File: src/rtl/video_timing_pkg.sv
// Shared raster constants, mode encoding and per-mode vertical landmarks for the
// Mega II / Super Hi-Res timing generator.
package video_timing_pkg;

    typedef enum logic {MODE_60 = 1'b0, MODE_50 = 1'b1} mode_t;

    localparam int H_ACTIVE_DEF = 640;
    localparam int H_BORDER_DEF = 104;
    localparam int H_FP_DEF     = 14;
    localparam int H_SYNC_DEF   = 56;
    localparam int H_TOTAL_DEF  = 912;
    localparam int H_VIS        = H_ACTIVE_DEF + H_BORDER_DEF;

    localparam int V_ACTIVE  = 200;
    localparam int B_BORDER  = 21;
    localparam int T_BORDER  = 19;
    localparam int V_FP      = 3;
    localparam int V_SYNC    = 4;
    localparam int VTOTAL_60 = 262;
    localparam int VTOTAL_50 = 312;

    localparam logic [9:0] V_SCAN       = 10'd256;
    localparam logic [9:0] V_END        = 10'd511;
    localparam logic [9:0] V_VIS_END    = 10'(int'(V_SCAN) + V_ACTIVE + B_BORDER - 1);
    localparam logic [9:0] V_SYNC_START = 10'(int'(V_VIS_END) + 1 + V_FP);
    localparam logic [9:0] V_SYNC_END   = 10'(int'(V_SYNC_START) + V_SYNC - 1);
    localparam logic [9:0] V_MEGA2_VBL  = 10'd448;

    // The top border sits just before V_SCAN in scan order; when that reaches
    // below the frame's load value it wraps round to the end of the count.
    function automatic int tb_start(input int vtotal, input int tborder);
        int vload;
        int s;
        vload = int'(V_END) + 1 - vtotal;
        s     = int'(V_SCAN) - tborder;
        if (s < vload) s = s + vtotal;
        return s;
    endfunction

    localparam logic [9:0] V_LOAD_60   = 10'(int'(V_END) + 1 - VTOTAL_60);
    localparam logic [9:0] V_LOAD_50   = 10'(int'(V_END) + 1 - VTOTAL_50);
    localparam logic [9:0] TB_START_60 = 10'(tb_start(VTOTAL_60, T_BORDER));
    localparam logic [9:0] TB_START_50 = 10'(tb_start(VTOTAL_50, T_BORDER));

    function automatic logic [9:0] v_load(input mode_t m);
        return (m == MODE_50) ? V_LOAD_50 : V_LOAD_60;
    endfunction

endpackage

File: src/rtl/video_vdecode.sv
// Combinational vertical decode: legacy line count plus mode to vblank, vsync
// and the Mega II VBL level.
module video_vdecode
    import video_timing_pkg::*;
(
    input  logic [9:0] i_vpos,
    input  mode_t      i_mode,
    output logic       o_vblank,
    output logic       o_vsync,
    output logic       o_mega2_vbl
);

    logic [9:0] w_tb_start;
    logic       w_active;
    logic       w_border;

    always_comb begin
        w_tb_start = (i_mode == MODE_50) ? TB_START_50 : TB_START_60;
        w_active   = (i_vpos >= V_SCAN) && (i_vpos <= V_VIS_END);
        // A border start at or above V_SCAN means it straddles the count wrap.
        if (w_tb_start >= V_SCAN)
            w_border = (i_vpos >= w_tb_start) || (i_vpos < V_SCAN);
        else
            w_border = (i_vpos >= w_tb_start) && (i_vpos < V_SCAN);
        o_vblank    = !(w_active || w_border);
        o_vsync     = !((i_vpos >= V_SYNC_START) && (i_vpos <= V_SYNC_END));
        o_mega2_vbl = (i_vpos >= V_MEGA2_VBL) || (i_vpos < V_SCAN);
    end

endmodule

File: src/rtl/video_timing_gen.sv
// Dual-mode raster timing generator: h/v counters, frame mode latch, registered
// sync/blank decode and one-clock VBL, frame-start and scanline-compare pulses.
module video_timing_gen
    import video_timing_pkg::*;
#(
    parameter int H_ACTIVE = H_ACTIVE_DEF,
    parameter int H_BORDER = H_BORDER_DEF,
    parameter int H_FP     = H_FP_DEF,
    parameter int H_SYNC   = H_SYNC_DEF,
    parameter int H_TOTAL  = H_TOTAL_DEF
) (
    input  logic        i_clk_vid,
    input  logic        i_reset,
    input  logic        i_ce_pix,
    input  logic        i_mode_50hz,
    input  logic        i_line_cmp_en,
    input  logic [9:0]  i_line_cmp,
    output logic        o_hsync,
    output logic        o_vsync,
    output logic        o_hblank,
    output logic        o_vblank,
    output logic        o_mega2_vbl,
    output logic        o_vbl_pulse,
    output logic        o_line_irq,
    output logic        o_frame_start,
    output logic        o_mode_cur,
    output logic [10:0] o_hpos,
    output logic [9:0]  o_vpos
);

    localparam logic [10:0] L_H_VIS    = 11'(H_ACTIVE + H_BORDER);
    localparam logic [10:0] L_HS_START = 11'(H_ACTIVE + H_BORDER + H_FP);
    localparam logic [10:0] L_HS_END   = 11'(H_ACTIVE + H_BORDER + H_FP + H_SYNC - 1);
    localparam logic [10:0] L_H_LAST   = 11'(H_TOTAL - 1);

    logic [10:0] r_hpos;
    logic [9:0]  r_vpos;
    mode_t       r_mode;
    logic        r_hsync, r_hblank, r_vsync, r_vblank, r_mega2_vbl;
    logic        r_vbl_pulse, r_line_irq, r_frame_start;

    logic [10:0] w_hpos_nxt;
    logic [9:0]  w_vpos_nxt;
    mode_t       w_mode_nxt;
    logic        w_adv;
    logic        w_vblank_nxt, w_vsync_nxt, w_mega2_vbl_nxt;
    logic        w_vbl_pls, w_fs_pls, w_irq_pls;

    // Next-state counters; the decode below works on these so every level
    // output lands in the same register stage as the count it describes.
    always_comb begin
        w_hpos_nxt = r_hpos;
        w_vpos_nxt = r_vpos;
        w_mode_nxt = r_mode;
        w_adv      = 1'b0;
        if (i_reset) begin
            w_mode_nxt = mode_t'(i_mode_50hz);
            w_hpos_nxt = 11'd0;
            w_vpos_nxt = v_load(mode_t'(i_mode_50hz));
        end else if (i_ce_pix) begin
            w_adv = 1'b1;
            if (r_hpos == L_H_LAST) begin
                w_hpos_nxt = 11'd0;
                if (r_vpos == V_END) begin
                    w_mode_nxt = mode_t'(i_mode_50hz);
                    w_vpos_nxt = v_load(mode_t'(i_mode_50hz));
                end else begin
                    w_vpos_nxt = r_vpos + 10'd1;
                end
            end else begin
                w_hpos_nxt = r_hpos + 11'd1;
            end
        end
    end

    always_comb begin
        w_vbl_pls = w_adv && (w_hpos_nxt == 11'd0) && (w_vpos_nxt == V_MEGA2_VBL);
        w_fs_pls  = w_adv && (w_hpos_nxt == 11'd0) && (w_vpos_nxt == v_load(w_mode_nxt));
        w_irq_pls = w_adv && i_line_cmp_en && (w_hpos_nxt == L_H_VIS) &&
                    (w_vpos_nxt == i_line_cmp);
    end

    video_vdecode u_vdecode (
        .i_vpos      (w_vpos_nxt),
        .i_mode      (w_mode_nxt),
        .o_vblank    (w_vblank_nxt),
        .o_vsync     (w_vsync_nxt),
        .o_mega2_vbl (w_mega2_vbl_nxt)
    );

    always_ff @(posedge i_clk_vid) begin
        if (i_reset || i_ce_pix) begin
            r_hpos      <= w_hpos_nxt;
            r_vpos      <= w_vpos_nxt;
            r_mode      <= w_mode_nxt;
            r_hblank    <= (w_hpos_nxt >= L_H_VIS);
            r_hsync     <= !((w_hpos_nxt >= L_HS_START) && (w_hpos_nxt <= L_HS_END));
            r_vblank    <= w_vblank_nxt;
            r_vsync     <= w_vsync_nxt;
            r_mega2_vbl <= w_mega2_vbl_nxt;
        end
        // Pulse terms are already gated by reset and ce_pix, so they clear in gaps.
        r_vbl_pulse   <= w_vbl_pls;
        r_frame_start <= w_fs_pls;
        r_line_irq    <= w_irq_pls;
    end

    assign o_hpos        = r_hpos;
    assign o_vpos        = r_vpos;
    assign o_mode_cur    = logic'(r_mode);
    assign o_hsync       = r_hsync;
    assign o_hblank      = r_hblank;
    assign o_vsync       = r_vsync;
    assign o_vblank      = r_vblank;
    assign o_mega2_vbl   = r_mega2_vbl;
    assign o_vbl_pulse   = r_vbl_pulse;
    assign o_frame_start = r_frame_start;
    assign o_line_irq    = r_line_irq;

endmodule
File: config.mk
export PLATFORM = sky130hd
export DESIGN_NAME = video_timing_gen
export DESIGN_NICKNAME = d
export VERILOG_FILES = /design/src/rtl/video_timing_pkg.sv /design/src/rtl/video_vdecode.sv /design/src/rtl/video_timing_gen.sv
export SDC_FILE = /design/constraint.sdc
export NUM_CORES = 1
export LEC_CHECK = 0
export BUFFER_PORTS_ARGS = -buffer_cell sky130_fd_sc_hd__clkbuf_2
export CAP_MARGIN = 0
export CORE_MARGIN = 4
export CORE_UTILIZATION = 53
export DETAILED_ROUTE_END_ITERATION = 10
export PLACE_DENSITY = 0.77
export SLEW_MARGIN = 15
export SYNTH_ARGS = -nofsm -noshare
export SYNTH_HDL_FRONTEND = slang
export SYNTH_SLANG_ARGS = --single-unit
export TNS_END_PERCENT = 20
File: constraint.sdc
create_clock -name i_clk_vid -period 3.85 [get_ports i_clk_vid]
set_clock_uncertainty 0.1 [all_clocks]
set_input_delay 0.385 -clock i_clk_vid [delete_from_list [all_inputs] [get_ports i_clk_vid]]
set_output_delay 0.385 -clock i_clk_vid [all_outputs]
set_load 0.02 [all_outputs]
==> impl_metrics.py, run 1 <==
metrics = {
    "outcome": {
        "outcome": "complete, no violations",
    },
    "worst_hold_path": {
        "hp-start": "i_line_cmp[1]",
        "hold_path.class": "in -> reg",
    },
    "global_routing": {
        "grtUsageMet2_pct": 37.04,
        "grtUsageMet1_pct": 32.03,
        "met3_usage_pct": 5.607,
        "grt_pass1_wl_mm": 10.05,
        "grt_overflow": 0,
        "grt_max_degree": 28,
        "grt_busiest_layer": "met2",
        "gr-usage-all-layers_pct": 23.93,
        "antenna_found_initial": 0,
        "grt_pass1_vias": 2026,
    },
    "worst_setup_path": {
        "critical_path.startpoint_type": "flip-flop",
        "crit_required_ns": 3.79,
        "r2r_start": "o_hpos[0]",
        "cp.arrival_ns": 3.33,
        "crit_type": "reg -> reg",
        "cp-startpoint": "o_hpos[0]",
        "r2r_slack_ns": 0.46,
        "worstPathMaxFanout": 10,
        "setup.worst_path.end_class": "flip-flop",
    },
    "die": {
        "initial_core_util_pct": 54.83,
        "die_h_um": 75.12,
        "rows": 24,
        "ioPinCount": 45,
        "dieWidth_um": 75.12,
        "dieArea_um2": 5642,
        "coreArea_um2": 4354,
    },
    "clock_tree": {
        "hold_buffers": 0,
        "clk_pin_slew_ns": 0.08,
        "htreeDepth": 2,
        "cts_sinks": 30,
        "clock_path_buffers": 2,
        "cts-root-buf": "clkbuf_8",
        "post_cts_resized": 0,
        "clk_latency_ns": 0.30,
        "cts_made_buffers": 5,
        "cts_setup_buffers": 0,
        "cts_tree": "done",
    },
    "final_layout": {
        "nets": 323,
        "finalInstanceArea_um2": 2730,
        "final_common_cell": "clkbuf_2",
        "synthToLayoutAreaGrowth_pct": 14.36,
        "drive_gt1_share_pct": 26.97,
        "antenna_cells": 0,
        "final-instance-count-excl-fill": 356,
        "most-common-layout-cells": "clkbuf_2, nor2_1, edfxtp_1",
    },
    "place": {
        "placed_area_um2": 2635,
        "io_buffers": 44,
        "dpl.hpwl_mm": 4.534,
        "pre_cts_ws_ns": 0.4959,
        "gp_congestion": 0.9048,
        "dp_cells": 348,
    },
    "timing": {
        "max_freq_mhz": 294.9,
        "worst_pin_slew_ns": 0.6592,
        "period_share_pct": 88.09,
        "finalCriticalPeriod_ns": 3.391,
        "hold_viol_final": 0,
        "maxSlewViolCount": 0,
        "hold_ws_ns": 0.4786,
        "finalSetupTns_ns": 0,
        "final-setup-viol-count": 0,
        "slew_headroom_pct": 56.05,
        "fin_ws_ns": 0.4586,
        "rsz0062_at_grt": "no",
    },
    "yosys": {
        "syn_inst": 257,
        "synth_area_per_cell_um2": 9.289,
        "ys_ff_latch": 30,
        "synth-seq-area-share_pct": 36.48,
        "syn_area_um2": 2387,
        "ys_types": 61,
        "syn-num-nets": 277,
        "ys_warn_count": 0,
    },
    "route": {
        "wl_mm": 6.298,
        "routed_via_density": 6.233,
        "drc": 0,
        "ant_nets": 0,
        "drt_iter0_markers": 175,
        "dr_total_vias": 2219,
        "avgRoutedWirePerCell_um": 17.69,
        "dr.pass1.iters": 4,
    },
    "power": {
        "power_density_nw_per_um2": 329.5,
        "p_leak_uw": 0.001034,
        "peakVddDrop_v": 0.0002315,
    },
    "run": {
        "maxCapViolations": 0,
    },
}
## area by class of cell
cell class / instances / area [µm²]
Clock buffer: 6 / 82.58
Clock inverter: 2 / 12.51
Fill cell: 363 / 1624
Inverter: 11 / 41.29
Multi-Input combinational cell: 206 / 1400
Sequential cell: 30 / 870.8
Tap cell: 52 / 65.06
Timing Repair Buffer: 49 / 257.7
## worst max-delay path, stage by stage, from the launching register on
cell and delay, ns:
edfxtp_1 0.45, ha_1 0.32, and4b_1 0.34, nand3_2 0.24, o21ai_2 0.32, nor2_2 0.11
ha_1 0.31, a21oi_1 0.07, a211oi_1 0.37, a211oi_1 0.14, a211oi_1 0.25, o22ai_1 0.11
## power breakdown
group	leakage, µW	switching (µW)	internal, µW
Clock	0.0000472	137	144
Sequential	0.000295	32.3	380
Combinational	0.000692	130	77.8
Total	0.00103	298	601
## cells in the mapped netlist (all sizes together)
library cell,n,share of area [%]
o22ai,2,0.52
a21oi,12,2.8
clkbuf,4,1.1
and2,2,0.58
nand3,12,2.7
o311ai,1,0.37
a21boi,1,0.31
and4b,2,0.84
or3,1,0.31
nand2b,3,0.79
a32oi,1,1.2
o31ai,2,0.63
xnor2,10,3.7
nand4,11,2.9
edfxtp,27,34
o21ai,11,2.6
a211oi,4,1.3
dfxtp,3,2.5
mux2,1,0.47
a22o,1,0.37
nor2,34,5.6
o2111a,1,0.47
a311oi,2,0.73
nand4b,5,1.8
o211ai,3,0.94
a2111oi,2,1.5
o2111ai,3,1.1
xor2,11,4.0
a21o,2,0.63
inv,11,1.7
and2b,1,0.37
nand2,20,3.2
nor3,12,3.1
and4,2,0.73
and3,5,1.4
a31oi,3,0.79
nor4b,3,1.7
buf,6,2.0
or2,2,0.52
or4b,2,1.0
ha,5,2.6
nor2b,3,0.79
a221o,1,0.47
nor4,7,2.7
## layer usage
metal / vias to the layer above / routed length [µm] / part of all wire [%]
li1: 1065 / - / -
met3: 16 / 403 / 6.4
met4: 0 / 170 / 2.7
met5: - / 0 / 0
met1: 1063 / 2838 / 45
met2: 75 / 2887 / 46
## registers in the layout, indices dropped and copies added (netlist names)
signal,cells
o_mode_cur,1
o_hsync,1
o_vsync,1
o_vpos,10
o_hblank,1
o_frame_start,1
o_line_irq,1
o_mega2_vbl,1
o_vbl_pulse,1
o_hpos,11
o_vblank,1
## metrics by stage
step	total power (µW)	util [%]
3_3_place_gp	619.1	60.52
2_1_floorplan	566.2	-
6_report	899.7	62.70
4_1_cts	899.9	62.70
3_5_place_dp	623.1	60.52
5_1_grt	938.7	62.70
## path summary, 6_finish.rpt
check,to,cells after the start
worst max register to register,o_vblank,11
worst min register to register,o_hpos[0],2
worst max-delay path,o_vblank,11
worst min-delay path,o_line_irq,5
## logic make-up (layout without fill, tap and decap cells)
kind of cell	count (synthesis)	in the layout	share of synthesized area, %
and+or+nand+nor	127	127	31.13
AOI/OAI and AO/OA	52	52	16.72
DFF	30	30	36.48
xor gates and xnor gates	21	21	7.704
buffers and inverters	21	68	4.874
adders and majority gates	5	5	2.621
muxes	1	1	0.4717
No activity file was read; power rests on OpenSTA's default activity.
==> run 2: changes to the inputs <==
==> constraint.sdc (replaced) <==
create_clock -name i_clk_vid -period 3.35 [get_ports i_clk_vid]
set_clock_uncertainty 0.1 [all_clocks]
set_input_delay 0.335 -clock i_clk_vid [delete_from_list [all_inputs] [get_ports i_clk_vid]]
set_output_delay 0.335 -clock i_clk_vid [all_outputs]
set_load 0.02 [all_outputs]
==> run 2 against run 1 <==
Compared with the run above: first-iteration DRC count rose by 25%; die area did not move; maximum frequency rose by 8.5%; critical endpoint unchanged.
==> impl_metrics.py, run 2 (synthesis gave the netlist of run 1 again) <==
metrics = {
    "global_routing": {
        "grt_max_degree": 28,
        "grt_pass1_vias": 2207,
        "antenna_found_initial": 0,
        "grt_overflow": 0,
        "grt_pass1_wl_mm": 10.93,
        "gr-usage-all-layers_pct": 25.78,
    },
    "timing": {
        "hold_ws_ns": 0.4151,
        "final-setup-viol-count": 0,
        "fin_ws_ns": 0.2252,
        "max_freq_mhz": 320.0,
        "finalCriticalPeriod_ns": 3.125,
        "maxSlewViolCount": 0,
        "hold_viol_final": 0,
        "slew_headroom_pct": 55.95,
        "period_share_pct": 93.28,
        "worst_pin_slew_ns": 0.6607,
        "finalSetupTns_ns": 0,
    },
    "clock_tree": {
        "clk_pin_slew_ns": 0.08,
        "cts_tree": "done",
        "htreeDepth": 2,
        "cts_made_buffers": 5,
        "hold_buffers": 0,
        "cts-root-buf": "clkbuf_8",
        "clk_latency_ns": 0.29,
        "clock_path_buffers": 2,
        "cts_sinks": 30,
    },
    "route": {
        "ant_nets": 0,
        "dr_total_vias": 2324,
        "avgRoutedWirePerCell_um": 18.06,
        "routed_via_density": 6.281,
        "dr.pass1.iters": 5,
        "drc": 0,
        "wl_mm": 6.682,
        "drt_iter0_markers": 219,
    },
    "die": {
        "die_h_um": 75.12,
        "initial_core_util_pct": 54.83,
        "rows": 24,
        "dieWidth_um": 75.12,
        "coreArea_um2": 4354,
        "ioPinCount": 45,
        "dieArea_um2": 5642,
    },
    "outcome": {
        "outcome": "complete, no violations",
    },
    "place": {
        "dpl.hpwl_mm": 5.042,
        "placed_area_um2": 2745,
        "gp_congestion": 0.9851,
        "io_buffers": 44,
        "pre_cts_ws_ns": 0.1318,
    },
    "final_layout": {
        "final_common_cell": "clkbuf_2",
        "largest_register_ffs": 11,
        "finalInstanceArea_um2": 2864,
        "antenna_cells": 0,
        "nets": 337,
        "most-common-layout-cells": "clkbuf_2, nor2_1, edfxtp_1",
        "nFillCells": 364,
        "synthToLayoutAreaGrowth_pct": 19.97,
        "drive_gt1_share_pct": 31.45,
    },
    "worst_hold_path": {
        "min_to": "o_hpos[0]",
        "hold_path.class": "in -> reg",
        "hp-start": "i_reset",
        "hold_depth": 2,
    },
    "worst_setup_path": {
        "max_stage_delay_ns": 0.40,
        "r2r-end": "o_vblank",
        "r2r_slack_ns": 0.23,
        "slowest_stage": "edfxtp_1",
        "crit_type": "reg -> reg",
        "critical_path.startpoint_type": "flip-flop",
        "cp_cell_sequence": "ha_1 > and4b_1 > nand3_2 > o21ai_2 > nor2_2 > ha_2 > nor2_1 > a2111oi_4 > a21oi_1 > a211oi_1 > o22ai_1",
        "setup.worst_path.end_class": "flip-flop",
        "cp.arrival_ns": 3.05,
        "reg2reg_depth": 11,
        "r2r_start": "o_hpos[1]",
        "worstPathMaxFanout": 5,
        "crit_required_ns": 3.28,
    },
    "power": {
        "p_sw_share_pct": 33.38,
        "p_int_uw": 706.7,
        "seqPwrFrac_pct": 43.4,
        "clockPowerShare_pct": 30.5,
        "p_comb_share_pct": 26.2,
        "p_leak_uw": 0.001125,
        "peakVddDrop_v": 0.0002697,
        "power_density_nw_per_um2": 370.4,
        "power_switching_uw": 354.0,
    },
    "run": {
        "maxCapViolations": 0,
    },
}
[run 2: worst max-delay path by stage]
stage | startpoint | to | slack [ns]
final | o_hpos[1] | o_vblank | 0.23
after global placement | o_hpos[4] | o_vblank | 0.31
after CTS | o_hpos[1] | o_vblank | 0.09
after floorplan | o_hpos[4] | o_vblank | 0.05
after global routing | o_hpos[1] | o_vblank | -0.02
after detailed placement | o_hpos[1] | o_vblank | 0.13
[run 2: power by group through the flow]
stage                     Sequential (µW)  Clock, µW  Combinational, µW
after floorplan                       496          0                156
after global placement                467          0                264
after detailed placement              468          0                269
after CTS                             460        321                272
after global routing                  463        342                300
final                                 460        323                278
[run 2: layout make-up]
class	instances	area (µm²)	area share [%]
inverters	11	41.29	1.442
multi-input cells	206	1429	49.89
clock inverters	2	12.51	0.4369
flip-flops and latches	30	870.8	30.41
well taps	52	65.06	2.272
clock buffers	6	82.58	2.883
repair buffers	63	362.8	12.67
[run 2: stage by stage]
stage / total power [µW] / instances / util [%]
3_3_place_gp: 731.3 / 361 / 63.05
5_1_grt: 1105 / 370 / 65.78
3_5_place_dp: 737.4 / 361 / 63.05
2_1_floorplan: 651.7 / 257 / -
4_1_cts: 1053 / 369 / 65.23
6_report: 1061 / 370 / 65.78
[run 2: what timing repair did]
action                                  in CTS  in global routing
endpoints found under the setup margin       0                  1
buffers inserted                             0                  1
resized for setup                            0                  4
[run 2: routing by layer]
metal	global-route usage [%]	vias to the layer above	routed length [µm]
li1	-	1097	-
met1	35.07	1104	2788
met2	41.39	114	3224
met3	5.340	9	585
met4	7.510	0	83
met5	0	-	0
[run 2: worst max-delay path: cells and delay by family, from the launching register on]
| kind | cells | cell delay, ns |
|---|---|---|
| DFF | 1 | 0.40 |
| adders and majority gates | 2 | 0.57 |
| and+or+nand+nor | 4 | 0.63 |
| AOI/OAI and AO/OA | 5 | 1.16 |
==> run 3: changes to the inputs <==
--- a/config.mk
+++ b/config.mk
@@ -5,12 +5,14 @@
 export SDC_FILE = /design/constraint.sdc
 export NUM_CORES = 1
 export LEC_CHECK = 0
+export ABC_AREA = 1
+export ABC_CLOCK_PERIOD_IN_PS = 3350
 export BUFFER_PORTS_ARGS = -buffer_cell sky130_fd_sc_hd__clkbuf_2
 export CAP_MARGIN = 0
 export CORE_MARGIN = 4
-export CORE_UTILIZATION = 53
+export CORE_UTILIZATION = 56
 export DETAILED_ROUTE_END_ITERATION = 10
-export PLACE_DENSITY = 0.77
+export PLACE_DENSITY = 0.8
 export SLEW_MARGIN = 15
 export SYNTH_ARGS = -nofsm -noshare
 export SYNTH_HDL_FRONTEND = slang
==> run 3 against run 2 <==
Compared with the run above: routed wire length increased by 1.3%; first-iteration DRC count is 5.0% higher; design area is 3.4% lower; highest routed layer unchanged; register-to-register slack improved by 0.24 ns; combinational power is 13% lower; global-route usage up 0.34 points; total power up 3.5%; die area shrank 5.2%; sequential power is 2% higher; critical path type unchanged; clock power up 20%.
==> impl_metrics.py, run 3 <==
metrics = {
    "final_layout": {
        "synthToLayoutAreaGrowth_pct": 16.43,
        "nets": 417,
        "drive_gt1_share_pct": 18.34,
        "nFillCells": 372,
        "regArea_um2": 870.8,
        "multi_input_area_um2": 1282,
        "final_common_cell": "nand2_1",
        "antenna_cells": 0,
        "most-common-layout-cells": "nand2_1, inv_1, nor2_1",
        "largest_register_ffs": 11,
    },
    "clock_tree": {
        "clock_path_buffers": 2,
        "cts_setup_buffers": 0,
        "cts_sinks": 30,
        "post_cts_resized": 0,
        "hold_buffers": 0,
        "cts_made_buffers": 5,
        "cts_tree": "done",
        "cts-root-buf": "clkbuf_8",
        "clk_pin_slew_ns": 0.07,
        "clk_latency_ns": 0.28,
        "htreeDepth": 2,
    },
    "route": {
        "ant_nets": 0,
        "drc": 0,
        "routed_via_density": 5.612,
        "dr_total_vias": 2514,
        "drt_iter0_markers": 230,
        "wl_mm": 6.768,
        "dr.pass1.iters": 5,
        "avgRoutedWirePerCell_um": 15.11,
    },
    "global_routing": {
        "grt_pass1_wl_mm": 10.65,
        "grt_pass1_vias": 2291,
        "grt_overflow": 0,
        "antenna_found_initial": 0,
        "gr-usage-all-layers_pct": 26.12,
        "grt_max_degree": 21,
    },
    "yosys": {
        "synth_ff_type": "edfxtp_1",
        "async_flop_share_pct": 0,
        "ys_types": 33,
        "yosys.area.top_type": "edfxtp_1",
        "syn_inst": 348,
        "synth-seq-area-share_pct": 36.65,
        "synth_area_per_cell_um2": 6.828,
        "ys_ff_latch": 30,
        "syn_area_um2": 2376,
        "synth_most_common_cell": "nand2_1",
        "synth_area_leaders": "edfxtp_1, nand2_1, inv_1",
        "yosysTopAreaCellShare_pct": 34.12,
        "synth_common_cells": "nand2_1, inv_1, nor2_1, nand3_1, edfxtp_1",
        "synth_edf_count": 27,
        "syn-num-nets": 368,
        "ys_warn_count": 0,
    },
    "place": {
        "dpl.hpwl_mm": 5.332,
        "pre_cts_ws_ns": 0.4946,
        "io_buffers": 44,
        "gp_congestion": 1.003,
    },
    "power": {
        "power_density_nw_per_um2": 396.8,
        "finalPower_uw": 1098,
        "peakVddDrop_v": 0.0002954,
        "p_leak_uw": 0.001415,
    },
    "die": {
        "dieArea_um2": 5349,
        "dieWidth_um": 73.14,
        "rows": 23,
        "die_h_um": 73.14,
        "ioPinCount": 45,
        "initial_core_util_pct": 58.56,
        "coreArea_um2": 4058,
    },
    "timing": {
        "rsz0062_at_grt": "no",
        "finalCriticalPeriod_ns": 2.888,
        "period_share_pct": 86.20,
        "finalSetupTns_ns": 0,
        "max_freq_mhz": 346.3,
        "final-setup-viol-count": 0,
        "fin_ws_ns": 0.4623,
        "slew_headroom_pct": 71.01,
        "hold_viol_final": 0,
        "worst_pin_slew_ns": 0.4303,
        "maxSlewViolCount": 0,
    },
    "worst_setup_path": {
        "setup.worst_path.end_class": "flip-flop",
        "cp-startpoint": "o_vpos[0]",
        "crit_required_ns": 3.39,
        "crit_type": "reg -> reg",
        "r2r_start": "o_vpos[0]",
        "worstPathMaxFanout": 7,
        "critical_path.startpoint_type": "flip-flop",
        "cp.arrival_ns": 2.93,
    },
    "run": {
        "maxCapViolations": 0,
    },
    "worst_hold_path": {
        "hp-start": "i_line_cmp[9]",
        "hold_path.class": "in -> reg",
    },
    "outcome": {
        "outcome": "complete, no violations",
    },
}
## run 3: final timing paths
kind / slack, ns / cells after the start / end
worst max-delay path: 0.46 / 16 / o_vblank
worst min-delay path: 0.22 / 3 / o_line_irq
worst max register to register: 0.46 / 16 / o_vblank
worst min register to register: 0.62 / 2 / o_hpos[1]
## run 3: cell families (layout without fill, tap and decap cells)
kind of cell	after synthesis	count (layout)	synth area share, %
and+or+nand+nor	224	224	43.02
buffers and inverters	58	108	9.373
DFF	30	30	36.65
AOI/OAI and AO/OA	24	24	5.740
xor gates and xnor gates	7	7	2.580
adders and majority gates	5	5	2.633
## run 3: cell type report
type	count	share of cell area [%]
inverter	55	7.463
tap	50	2.261
clock inverter	1	1.085
clock buffer	7	3.121
multi-input combinational	260	46.36
sequential	30	31.48
timing repair buffer	45	8.232
## run 3: per-stage QoR
stage / instance area [µm²] / cells / hold slack (ns) / util [%]
after floorplan: 2376 / 348 / 0.3949 / -
after global placement: 2650 / 440 / 0.5129 / 65.31
after detailed placement: 2650 / 440 / 0.5127 / 65.31
after CTS: 2766 / 448 / 0.2205 / 68.18
after global routing: 2766 / 448 / 0.2135 / 68.18
final: 2766 / 448 / 0.2201 / 68.18
## run 3: power by group
part	internal, µW	switching [µW]	leakage, µW
clock	242	146	0.0000585
sequential	438	29.2	0.000295
combinational	76.9	165	0.00106
## run 3: routing by layer
| metal | routed length (µm) | vias up | part of all wire, % | global-route usage [%] |
|---|---|---|---|---|
| met5 | 0 | - | 0 | 0 |
| li1 | - | 1218 | - | - |
| met2 | 3440 | 98 | 51 | 46.57 |
| met4 | 157 | 0 | 2.3 | 10.04 |
| met1 | 2675 | 1182 | 40 | 30.71 |
| met3 | 494 | 16 | 7.3 | 4.821 |
## run 3: critical path, stage by stage (launching register included)
cell      delay, ns
edfxtp_1       0.47
ha_1           0.28
nand2_1        0.08
nor2_1         0.05
nand3_1        0.24
nor2_1         0.08
nor2_1         0.27
nand2_1        0.13
nand2_1        0.14
inv_1          0.09
ha_1           0.29
a21oi_1        0.14
o21a_1         0.13
nand2_1        0.05
nand2_1        0.05
nand2_1        0.04
a21oi_1        0.12
